[config.mk]
export PLATFORM = sky130hd
export DESIGN_NAME = fetch_sequencer
export DESIGN_NICKNAME = d
export VERILOG_FILES = /design/src/rtl/fetch_sequencer_pkg.sv /design/src/rtl/fetch_skid_buf.sv /design/src/rtl/fetch_sequencer.sv
export SDC_FILE = /design/constraint.sdc
export NUM_CORES = 1
export LEC_CHECK = 0
export BUFFER_PORTS_ARGS = -buffer_cell sky130_fd_sc_hd__clkbuf_2
export CAP_MARGIN = 25
export CORE_MARGIN = 8
export CORE_UTILIZATION = 29
export CTS_BUF_LIST = sky130_fd_sc_hd__clkbuf_16
export CTS_CLUSTER_DIAMETER = 100
export CTS_CLUSTER_SIZE = 8
export DETAILED_ROUTE_END_ITERATION = 10
export PLACE_DENSITY = 0.49
export SETUP_SLACK_MARGIN = 0.2
export SLEW_MARGIN = 20
export SYNTH_ARGS = -nofsm -noshare
export SYNTH_HDL_FRONTEND = slang
export SYNTH_SLANG_ARGS = --single-unit
[constraint.sdc]
create_clock -name clk -period 5.23 [get_ports clk]
set_clock_uncertainty 0.15 [all_clocks]
set_input_delay 0.523 -clock clk [delete_from_list [all_inputs] [get_ports clk]]
set_output_delay 0.523 -clock clk [all_outputs]
set_load 0.02 [all_outputs]
[src/rtl/fetch_sequencer_pkg.sv]
// Shared definitions for the instruction fetch sequencer: FSM encodings, default widths and
// the width of one {instr, pc} buffer entry.
package fetch_sequencer_pkg;

  localparam int unsigned ADDR_W_DEF = 6;
  localparam int unsigned DATA_W_DEF = 32;

  localparam logic [1:0] ST_IDLE = 2'd0;
  localparam logic [1:0] ST_RUN  = 2'd1;
  localparam logic [1:0] ST_HALT = 2'd2;

  function automatic int unsigned entry_w(input int unsigned addr_w, input int unsigned data_w);
    return addr_w + data_w;
  endfunction

  localparam int unsigned ENTRY_W_DEF = entry_w(ADDR_W_DEF, DATA_W_DEF);

endpackage

[src/rtl/fetch_skid_buf.sv]
// Two-entry FIFO holding captured {instr, pc} entries; flush wins over push and pop.
module fetch_skid_buf
  import fetch_sequencer_pkg::*;
#(
  parameter int unsigned WIDTH = ENTRY_W_DEF
) (
  input  logic             clk,
  input  logic             rst,
  input  logic             push,
  input  logic [WIDTH-1:0] push_data,
  input  logic             pop,
  input  logic             flush,
  output logic [1:0]       count,
  output logic [WIDTH-1:0] head
);

  logic [WIDTH-1:0] mem_q [2];
  logic             wr_q, rd_q;
  logic [1:0]       count_q, count_d;
  logic             do_push, do_pop;

  always_comb begin
    do_pop  = pop && (count_q != 2'd0);
    do_push = push && ((count_q != 2'd2) || do_pop);
    count_d = count_q + {1'b0, do_push} - {1'b0, do_pop};
  end

  always_ff @(posedge clk) begin
    if (rst) begin
      mem_q[0] <= '0;
      mem_q[1] <= '0;
      wr_q     <= 1'b0;
      rd_q     <= 1'b0;
      count_q  <= 2'd0;
    end else if (flush) begin
      wr_q    <= 1'b0;
      rd_q    <= 1'b0;
      count_q <= 2'd0;
    end else begin
      if (do_push) begin
        mem_q[wr_q] <= push_data;
        wr_q        <= ~wr_q;
      end
      if (do_pop) begin
        rd_q <= ~rd_q;
      end
      count_q <= count_d;
    end
  end

  assign count = count_q;
  assign head  = mem_q[rd_q];

endmodule

[src/rtl/fetch_sequencer.sv]
// Instruction fetch sequencer: PC/FSM, credit-limited ROM issue, redirect handling, and a
// two-entry output buffer presented to decode on a valid/ready handshake.
module fetch_sequencer
  import fetch_sequencer_pkg::*;
#(
  parameter int unsigned ADDR_W    = ADDR_W_DEF,
  parameter int unsigned DATA_W    = DATA_W_DEF,
  parameter int unsigned ROM_WORDS = 12,
  parameter int unsigned RESET_PC  = 0,
  parameter int unsigned BUF_DEPTH = 2
) (
  input  logic              clk,
  input  logic              rst,
  input  logic              start,
  output logic [ADDR_W-1:0] rom_addr,
  input  logic [DATA_W-1:0] rom_data,
  input  logic              br_valid,
  input  logic [ADDR_W-1:0] br_target,
  output logic              if_valid,
  input  logic              if_ready,
  output logic [DATA_W-1:0] if_instr,
  output logic [ADDR_W-1:0] if_pc,
  output logic              if_done
);

  localparam int unsigned ENTRY_W = entry_w(ADDR_W, DATA_W);

  logic [1:0]         state_q, state_d;
  logic [ADDR_W-1:0]  pc_q, pc_d;
  logic               inflight_q, inflight_d;
  logic [ADDR_W-1:0]  inflight_pc_q, inflight_pc_d;
  logic [1:0]         count;
  logic [ENTRY_W-1:0] head;
  logic               pop, issue;
  logic [2:0]         occ;

  assign pop = if_valid && if_ready;

  // Occupancy the buffer will have once the word now in flight lands; one slot must remain.
  assign occ   = {1'b0, count} + {2'b00, inflight_q} - {2'b00, pop};
  assign issue = (state_q == ST_RUN) && (32'(pc_q) < ROM_WORDS) && !br_valid &&
                 (32'(occ) < BUF_DEPTH);

  always_comb begin
    state_d       = state_q;
    pc_d          = pc_q;
    inflight_d    = 1'b0;
    inflight_pc_d = inflight_pc_q;
    if (br_valid && (state_q != ST_IDLE)) begin
      pc_d    = br_target;
      state_d = (32'(br_target) >= ROM_WORDS) ? ST_HALT : ST_RUN;
    end else if (state_q == ST_IDLE) begin
      if (start) begin
        state_d = ST_RUN;
        pc_d    = ADDR_W'(RESET_PC);
      end
    end else if (issue) begin
      pc_d          = pc_q + 1'b1;
      inflight_d    = 1'b1;
      inflight_pc_d = pc_q;
      if (32'(pc_q) == ROM_WORDS - 1) begin
        state_d = ST_HALT;
      end
    end
  end

  always_ff @(posedge clk) begin
    if (rst) begin
      state_q       <= ST_IDLE;
      pc_q          <= ADDR_W'(RESET_PC);
      inflight_q    <= 1'b0;
      inflight_pc_q <= '0;
    end else begin
      state_q       <= state_d;
      pc_q          <= pc_d;
      inflight_q    <= inflight_d;
      inflight_pc_q <= inflight_pc_d;
    end
  end

  fetch_skid_buf #(
    .WIDTH(ENTRY_W)
  ) u_buf (
    .clk      (clk),
    .rst      (rst),
    .push     (inflight_q),
    .push_data({rom_data, inflight_pc_q}),
    .pop      (pop),
    .flush    (br_valid),
    .count    (count),
    .head     (head)
  );

  assign rom_addr = pc_q;
  assign if_valid = (count != 2'd0);
  assign if_instr = if_valid ? head[ENTRY_W-1 -: DATA_W] : '0;
  assign if_pc    = if_valid ? head[ADDR_W-1:0] : '0;
  assign if_done  = (state_q == ST_HALT) && (count == 2'd0) && !inflight_q;

endmodule
# After elaboration in Yosys (flattened, before gate mapping)
# Memory sizes are Yosys's and may differ from the RTL's. A register that Yosys moved wholly into a read port is not among the register bits.
# Cells that the tools add are included.
# classes
n_addsub,5
multipliers,0
div_mod_pow,0
n_lt_le_gt_ge,3
n_eq_ne,5
shifts,0
muxes,24
bitwise_logic,4
n_reduce_logical,24
# ops
cell,n
2-to-1 mux 38 bit,1
OR reduction 38 bit,1
2-to-1 mux 32 bit,1
2-to-1 mux 6 bit,5
2-to-1 mux 2 bit,6
2-to-1 mux 1 bit,11
logical AND 1 bit,9
adder 6 x 1 -> 6 bit (second input constant),1
equality test 6 x 4 -> 1 bit (second input constant),1
>= comparator 6 x 4 -> 1 bit (second input constant),1
less-than comparator 6 x 4 -> 1 bit (second input constant),1
AND reduction 3 bit,2
nonzero test 3 bit,2
logical NOT 2 bit,2
inverter 1 bit,4
nonzero test 2 bit,2
adder 2 x 1 -> 3 bit,1
less-than comparator 3 x 2 -> 1 bit (second input constant),1
!= test 3 bit (second input constant),1
OR reduction 3 bit,1
subtractor 3 x 1 -> 3 bit,1
adder 2 x 1 -> 2 bit,1
equality test 2 x 1 -> 1 bit (second input constant),1
equality test 2 bit (second input constant),1
6 further kinds,7
# totals
reg_bits,19
latchBits,0
ramBits,76
rom_bits,0
inputBits,43
mem_count,1
# memory_table
memory,words,width,rd,rd_ports_with_merged_regs,wr,line,rtl
u_buf.mem_q,2,38,1,1,2,fetch_skid_buf.sv:17,logic [WIDTH-1:0] mem_q [2];

# Longest topological paths before layout
# Gate-level depths: netlist (run 1).
# depth
word_depth,11
depth_mapped,11
ltp_nobuf,11

# By module
# A second synthesis (run 1) with hierarchy kept.
# hier_totals
cells_unflattened,362
area_unflattened_um2,4630.7
# modules_own_cells
module,n_inst,cells_per_inst,area_each_um2
fetch_skid_buf,1,228,3513.4
fetch_sequencer,1,134,1117.3

# Worst setup path before layout (run 1)
# OpenSTA, ideal clock, no wires.
# synth_path
path_kind,register to register
start,register u_buf.count_q[1] (netlist: u_buf.count[1])
end,register pc_q[1] (netlist: rom_addr[1])
setup_ps,60
arrival_time_ps,2645
path_slack_ps,2376
path_stages_with_launch,12
n_path_buf,0
period_less_slack_ps,2854
cell_sequence,dfxtp_1 nor2_1 inv_1 and2_1 ha_1 inv_1 nand2_1 fa_1 nand3b_1 or3_4 a2111oi_4 a41o_1
# synth_via
elab_chain_cells,7
elab_cells_between_ends,8
cone_classes,add/sub: 2; order compare: 1; reduce/logical: 5
# synth_lines
element,line,rtl
from (decl),fetch_skid_buf.sv:19,"logic [1:0] count_q, count_d;"
from (signal assigned),fetch_skid_buf.sv:47,count_q <= count_d;
nonzero test 2 bit,fetch_sequencer.sv:95,assign if_valid = (count != 2'd0);
via if_valid,fetch_sequencer.sv:19,"output logic if_valid,"
logical AND 1 bit,fetch_sequencer.sv:37,assign pop = if_valid && if_ready;
subtractor 3 x 1 -> 3 bit,fetch_sequencer.sv:40,"assign occ = {1'b0, count} + {2'b00, inflight_q} - {2'b00, pop};"
less-than comparator 3 x 2 -> 1 bit,fetch_sequencer.sv:42,(32'(occ) < BUF_DEPTH);
logical AND 1 bit,fetch_sequencer.sv:41,assign issue = (state_q == ST_RUN) && (32'(pc_q) < ROM_WORDS) && !br_valid &&
nonzero test 3 bit (no source line),--,
AND reduction 2 bit (no source line),--,
to (signal assigned),fetch_sequencer.sv:70,pc_q <= ADDR_W'(RESET_PC);
to (signal assigned),fetch_sequencer.sv:75,pc_q <= pc_d;
to (decl),fetch_sequencer.sv:29,"logic [ADDR_W-1:0] pc_q, pc_d;"
# The timed path passes the listed nets, and every way through them passes these cells.
# A chain may end at the register's enable or synchronous reset.

# Worst setup path after layout (run 1)
# layout_path
start,register u_buf.count_q[1] (netlist: u_buf.count[1])
end,register pc_q[3] (netlist: rom_addr[3])
# layout_via
elab_chain_cells,7
elab_cells_between_ends,8
cone_classes,add/sub: 2; order compare: 1; reduce/logical: 5
# layout_lines
element,line
"parallel branches: the longest is 2 deep, another holds adder 2 x 1 -> 3 bit",--
subtractor 3 x 1 -> 3 bit *,fetch_sequencer.sv:40
less-than comparator 3 x 2 -> 1 bit *,fetch_sequencer.sv:42
logical AND 1 bit *,fetch_sequencer.sv:41
nonzero test 3 bit (no source line) *,--
AND reduction 2 bit (no source line) *,--
# Mark *: on every way between the ends.

==> results_dict.tcl, run 1 <==
set metrics [dict create \
    outcome "complete, no violations" \
    ant_nets 0 \
    timing.slew.headroom_pct 35.6 \
    synthesis.area_per_instance_sq_um 12.4 \
    initial_utilization_pct 29.4 \
    achievable-frequency_ghz 0.336 \
    register_share_of_total_power_pct 50.6 \
    detailedRoute.firstPassIterationCount 4 \
    drt_drc_violations_left 0 \
    setup_tns_final_ns 0 \
    pwr_density_cell_mw_per_mm2 316 \
    synth-async-reset-ratio_pct 0 \
    cts-root-buf "sky130_fd_sc_hd__clkbuf_16" \
    number_of_global_route_vias_before_repair 2995 \
    p_int_uw 1350 \
    detailed_place_hpwl_um 6530 \
    share_comb_of_total_power_pct 7.0 \
    drt-total-wl_um 9890 \
    cts_hold_repair.buffers 0 \
    met2_wirelength_um 5130 \
    tritoncts "built" \
    wire_length_of_the_first_global_routing_pass_um 15800 \
    numCtsBuffers 9 \
    cp_data_required_time_ns 5.32 \
    postSynthCellCount 358 \
    layout_area_overhead_pct 22.0 \
    gr-total-overflow 0 \
    cts_post_setup_buffers_inserted 0 \
    vias 2845 \
    synth_seq_cells 96 \
    swShare_pct 20.6 \
    ys_top_cells_by_count "sky130_fd_sc_hd__and2_1 (78), sky130_fd_sc_hd__edfxtp_1 (76), sky130_fd_sc_hd__nor2_1 (45)" \
    fp.dieArea_sq_mm 0.0195 \
    maxCapViolCount 0 \
    maximum_number_of_pins_on_one_net_before_global_route_repair 40 \
    met1_length_um 4150 \
    finalWeightedCongestion 0.780 \
    final.min_clock_period_ns 2.97 \
    clkTransAtPathRegs_ns 0.06 \
    drive_gt1_share_pct 26.6 \
    dr.max_layer_used "met4" \
    starting_drt_drc_count 118 \
    die_height_um 140 \
    cts-root-to-sink-buffers 2 \
    rows 45 \
    worstSetupPathType "reg -> reg" \
    final_hold_viol_count 0 \
    setup_violation_total_in_the_final_timing_report 0 \
    cts_max_level 3 \
    core_area_sq_mm 0.0150 \
    netlist.area_leader.share_pct 51.6 \
    yosys.cell_count.top_type "sky130_fd_sc_hd__and2_1" \
    synthesis.area_sq_mm 0.00443 \
    post_drt_via_cell_ratio 4.51 \
    post-synth-top-area-cell "sky130_fd_sc_hd__edfxtp_1" \
    leakage_uw 0.00208 \
    worst_setup_slack_before_clock_tree_synthesis_ns 2.13 \
    diodes 0 \
    clock_insertion_delay_worst_skew_ns 0.34 \
    count_of_flip_flops_with_a_built_in_enable_after_synthesis 76 \
    timing.hold.worst.class "in -> reg" \
    worst-endpoint-arrival_ns 3.06 \
    post_synth_num_cell_types 49 \
    path_max_fanout 5 \
    post_synth_main_area_contributors "sky130_fd_sc_hd__edfxtp_1 (52%), sky130_fd_sc_hd__and2_1 (11%), sky130_fd_sc_hd__mux2i_1 (9.7%), sky130_fd_sc_hd__dfxtp_1 (9.0%), sky130_fd_sc_hd__nor2_1 (3.8%)" \
    clock_power_share_pct 42.4 \
    crit_path_end_kind "flip-flop" \
    cts.sink_count 96 \
    post-layout-total-power_uw 1700 \
    fin_cells 631 \
    timing.critical_path.from_type "flip-flop" \
    boundaryPins 89 \
    synth_fp_nets 406 \
    route.met3.wl_um 453 \
    fin_ws_ns 2.26 \
    nNetsFinal 488 \
    vdd_ir_drop_max_mv 0.132 \
    syn_warnings 0 \
    worst_slew_pin_slew_ns 0.966 \
    dieWidth_um 140 \
    setup_repair_after_global_routing_missed_its_margin "no" \
    placed_cells 616 \
    count_of_pins_over_their_slew_limit 0 \
    p_sw_uw 351 \
    post_synthesis_sequential_area_ratio_pct 60.6 \
    fin_util_pct 35.9 \
    io_buffers 88 \
    dominantRegCellSynth "sky130_fd_sc_hd__edfxtp_1" \
    post_drt_wl_per_cell_um 15.7 \
    post_cts_resized 0 \
    final.period_utilization_pct 56.9 \
    grt_usage_pct 10.6 \
    grt_antenna_before_repair 0 \
    fillCellCount 1489 \
]
==> path summary, 6_finish.rpt <==
kind	startpoint	end	slack [ns]	cells after the start
worst max-delay path	u_buf.count[1]$_SDFF_PP0_	rom_addr[3]$_SDFFE_PP0P_	2.26	11
worst max register to register	u_buf.count[1]$_SDFF_PP0_	rom_addr[3]$_SDFFE_PP0P_	2.26	11
worst min-delay path	br_target[5]	rom_addr[5]$_SDFFE_PP0P_	0.28	3
worst min register to register	inflight_pc_q[5]$_SDFFE_PP0P_	inflight_pc_q[5]$_SDFFE_PP0P_	0.34	1
==> layout make-up <==
class / count / area, sq um / share of cell area [%]
Multi-Input combinational cell: 232 / 1630 / 30.1
Tap cell: 188 / 235 / 4.36
Inverter: 8 / 30.0 / 0.556
Timing Repair Buffer: 93 / 498 / 9.23
Clock inverter: 5 / 98.8 / 1.83
Sequential cell: 96 / 2680 / 49.7
Clock buffer: 9 / 225 / 4.17
==> registers in the layout (all words and copies together) (netlist names), named ones only <==
signal / count
rom_addr: 6
u_buf.count: 2
u_buf.wr_q: 1
state_q: 2
u_buf.rd_q: 1
inflight_q: 1
inflight_pc_q: 6
u_buf.mem_q: 76
==> power groups by stage <==
stage / combinational [uW] / sequential (uW) / clock [uW]
floorplan: 71.3 / 877 / 0
global placement: 118 / 878 / 0
detailed placement: 118 / 879 / 0
CTS: 119 / 862 / 744
global route: 130 / 864 / 776
finish: 118 / 862 / 723
==> per-layer routing <==
layer	vias up	global-route usage, %
li1	1423	-
met1	1359	11.3
met2	53	18.8
met3	10	3.66
met4	0	4.11
met5	-	0
==> logic make-up (layout without fill, tap and decap cells) <==
group,count (synthesis),count (layout),synth area share [%]
flip-flops,96,96,60.6
AND/OR/NAND/NOR,154,154,19.5
adder cells (fa/ha/maj),5,5,1.58
buffers and inverters,30,115,2.80
XOR/XNOR,4,4,0.792
AO/OA/AOI/OAI,25,25,4.72
multiplexers,44,44,9.98
==> stage by stage <==
step           cell area (sq um)  hold WS [ns]
6_report                    5400         0.284
5_1_grt                     5400         0.292
4_1_cts                     5370         0.272
3_5_place_dp                5050         0.331
3_3_place_gp                5050         0.327
2_1_floorplan               4430         0.311
==> cell usage in the layout, fill, tap and decap left out, types with 4 or more instances in the layout <==
cell,n
sky130_fd_sc_hd__a21oi_1,5
sky130_fd_sc_hd__and2_1,78
sky130_fd_sc_hd__buf_4,4
sky130_fd_sc_hd__clkbuf_16,9
sky130_fd_sc_hd__clkbuf_2,88
sky130_fd_sc_hd__dfxtp_1,19
sky130_fd_sc_hd__edfxtp_1,76
sky130_fd_sc_hd__ha_1,4
sky130_fd_sc_hd__inv_1,8
sky130_fd_sc_hd__mux2i_1,43
sky130_fd_sc_hd__nor2_1,44
sky130_fd_sc_hd__nor3_1,8
sky130_fd_sc_hd__nor3b_1,4
==> critical path, cell delays in order, from the launching register on <==
cell	delay, ns
sky130_fd_sc_hd__dfxtp_1	0.48
sky130_fd_sc_hd__nor2_4	0.05
sky130_fd_sc_hd__inv_1	0.10
sky130_fd_sc_hd__and2_1	0.17
sky130_fd_sc_hd__ha_1	0.24
sky130_fd_sc_hd__inv_1	0.08
sky130_fd_sc_hd__nand2_1	0.06
sky130_fd_sc_hd__fa_1	0.48
sky130_fd_sc_hd__nand3b_1	0.15
sky130_fd_sc_hd__nor3_1	0.50
sky130_fd_sc_hd__nand4_1	0.16
sky130_fd_sc_hd__a221oi_1	0.26
Note: power is estimated with default switching activity, not from simulation.
==> run 2, diff against run 1 <==
==> constraint.sdc (replaced) <==
create_clock -name clk -period 3 [get_ports clk]
set_clock_uncertainty 0.15 [all_clocks]
set_input_delay 0.3 -clock clk [delete_from_list [all_inputs] [get_ports clk]]
set_output_delay 0.3 -clock clk [all_outputs]
set_load 0.02 [all_outputs]
==> results_dict.tcl, run 2 (same netlist as run 1, synthesis figures left out) <==
set metrics [dict create \
    outcome "complete, no violations" \
    gr-total-overflow 0 \
    vdd_ir_drop_max_mv 0.250 \
    grt_usage_pct 11.2 \
    post_drt_wl_per_cell_um 16.3 \
    cts.sink_count 96 \
    die_height_um 140 \
    crit_path_end_kind "flip-flop" \
    vias 2953 \
    finalInstanceArea_sq_mm 0.00547 \
    cts_max_level 3 \
    leakage_uw 0.00210 \
    maxCapViolCount 0 \
    setup_violation_total_in_the_final_timing_report 0 \
    timing.slew.headroom_pct 63.6 \
    final_hold_viol_count 0 \
    count_of_pins_over_their_slew_limit 0 \
    core_area_sq_mm 0.0150 \
    worstSetupPathType "reg -> reg" \
    pwr_density_cell_mw_per_mm2 503 \
    numCtsBuffers 9 \
    timing.hold.worst.class "in -> reg" \
    tritoncts "built" \
    number_of_global_route_vias_before_repair 3202 \
    setup_repair_after_global_routing_missed_its_margin "no" \
    worst-endpoint-arrival_ns 2.81 \
    largest-register "u_buf.mem_q" \
    cts-root-to-sink-buffers 2 \
    timing.critical_path.from_type "flip-flop" \
    dieWidth_um 140 \
    initial_utilization_pct 29.4 \
    starting_drt_drc_count 150 \
    worst_slew_pin_slew_ns 0.545 \
    cts_hold_repair.buffers 0 \
    wire_length_of_the_first_global_routing_pass_um 17100 \
    worst_setup_slack_before_clock_tree_synthesis_ns 0.118 \
    fp.dieArea_sq_mm 0.0195 \
    finalWeightedCongestion 0.779 \
    grt_antenna_before_repair 0 \
    drive_gt1_share_pct 30.3 \
    detailedRoute.firstPassIterationCount 4 \
    final.period_utilization_pct 89.5 \
    clkTransAtPathRegs_ns 0.06 \
    achievable-frequency_ghz 0.373 \
    largest_reg_flops 76 \
    clock_insertion_delay_worst_skew_ns 0.33 \
    cts-root-buf "sky130_fd_sc_hd__clkbuf_16" \
    placed_cell_area_sq_mm 0.00513 \
    layout_area_overhead_pct 23.5 \
    drt-total-wl_um 10500 \
    drt_drc_violations_left 0 \
    post_drt_via_cell_ratio 4.59 \
    path_max_fanout 4 \
    rows 45 \
    cp_data_required_time_ns 3.13 \
    diodes 0 \
    maximum_number_of_pins_on_one_net_before_global_route_repair 39 \
    fin_ws_ns 0.316 \
    ant_nets 0 \
    setup_tns_final_ns 0 \
    fin_util_pct 36.4 \
    nNetsFinal 498 \
    final_cell_mix "sky130_fd_sc_hd__clkbuf_2 (88), sky130_fd_sc_hd__and2_1 (77), sky130_fd_sc_hd__edfxtp_1 (76)" \
    most_frequent_standard_cell_in_the_layout_excluding_fill_and_tap_cells "sky130_fd_sc_hd__clkbuf_2" \
    detailed_place_hpwl_um 6890 \
    rrSetupSlack_ns 0.32 \
    io_buffers 88 \
    final.min_clock_period_ns 2.68 \
    boundaryPins 89 \
]
==> run 2: changes by cell type in the layout (fill, tap and decap cells not counted), moves of 2 or more <==
cell                        delta
sky130_fd_sc_hd__clkinv_1      +2
sky130_fd_sc_hd__bufinv_16     -3
sky130_fd_sc_hd__dfxtp_1       -2
sky130_fd_sc_hd__buf_12        +3
sky130_fd_sc_hd__inv_1         -3
sky130_fd_sc_hd__clkinv_2      +2
sky130_fd_sc_hd__inv_2         +2
sky130_fd_sc_hd__buf_4         +8
==> run 2: final cells by class <==
class	instances	area, sq um
repair buffers	103	591
multi-input cells	232	1660
clock buffers	9	225
well taps	188	235
clock inverters	7	38.8
fillers	1521	9570
flip-flops and latches	96	2690
inverters	8	30.0
==> run 2: through the flow <==
| step | hold slack [ns] | cells | total power (uW) |
|---|---|---|---|
| final | 0.0671 | 643 | 2750 |
| after global routing | 0.0670 | 643 | 2870 |
| after CTS | 0.0478 | 640 | 2790 |
| after detailed placement | 0.324 | 622 | 1760 |
| after global placement | 0.319 | 620 | 1750 |
| after floorplan | 0.298 | 358 | 1650 |
==> run 2: critical path, stage by stage (launching register included) <==
cell and delay [ns]:
sky130_fd_sc_hd__dfxtp_4 0.35, sky130_fd_sc_hd__nor2_4 0.11, sky130_fd_sc_hd__inv_2 0.05, sky130_fd_sc_hd__and2_4 0.17, sky130_fd_sc_hd__ha_4 0.21, sky130_fd_sc_hd__inv_2 0.05, sky130_fd_sc_hd__nand2_2 0.05, sky130_fd_sc_hd__fa_1 0.48
sky130_fd_sc_hd__nand3b_1 0.16, sky130_fd_sc_hd__or3_4 0.44, sky130_fd_sc_hd__a2111oi_4 0.28, sky130_fd_sc_hd__a41o_1 0.13
==> run 2: what timing repair did <==
item                       4_1_cts  5_1_grt
resized for setup                4        5
setup endpoints to repair        3       10
pin swaps                        1        2
buffers inserted                 2        3
==> run 2: routing by layer <==
layer  routed length, um  vias to the layer above  track usage [%]  part of all wire (%)
met2                5250                       55             19.4                    50
met5                   0                        -                0                     0
li1                    -                     1445                -                     -
met1                4600                     1448             12.8                    44
met3                 545                        5             4.41                   5.2
met4                  87                        0             2.80                  0.83
==> run 2: worst paths after layout <==
kind / startpoint / endpoint / cells after the start
max: u_buf.count[1]$_SDFF_PP0_ / rom_addr[1]$_SDFFE_PP0P_ / 11
min: br_target[5] / rom_addr[5]$_SDFFE_PP0P_ / 3
max reg2reg: u_buf.count[1]$_SDFF_PP0_ / rom_addr[1]$_SDFFE_PP0P_ / 11
min reg2reg: inflight_pc_q[4]$_SDFFE_PP0P_ / inflight_pc_q[4]$_SDFFE_PP0P_ / 1
==> run 2: power breakdown <==
group / leakage (uW) / switching (uW) / internal, uW
clock network: 0.000130 / 472 / 553
logic: 0.00103 / 136 / 88.6
registers: 0.000948 / 23.8 / 1480
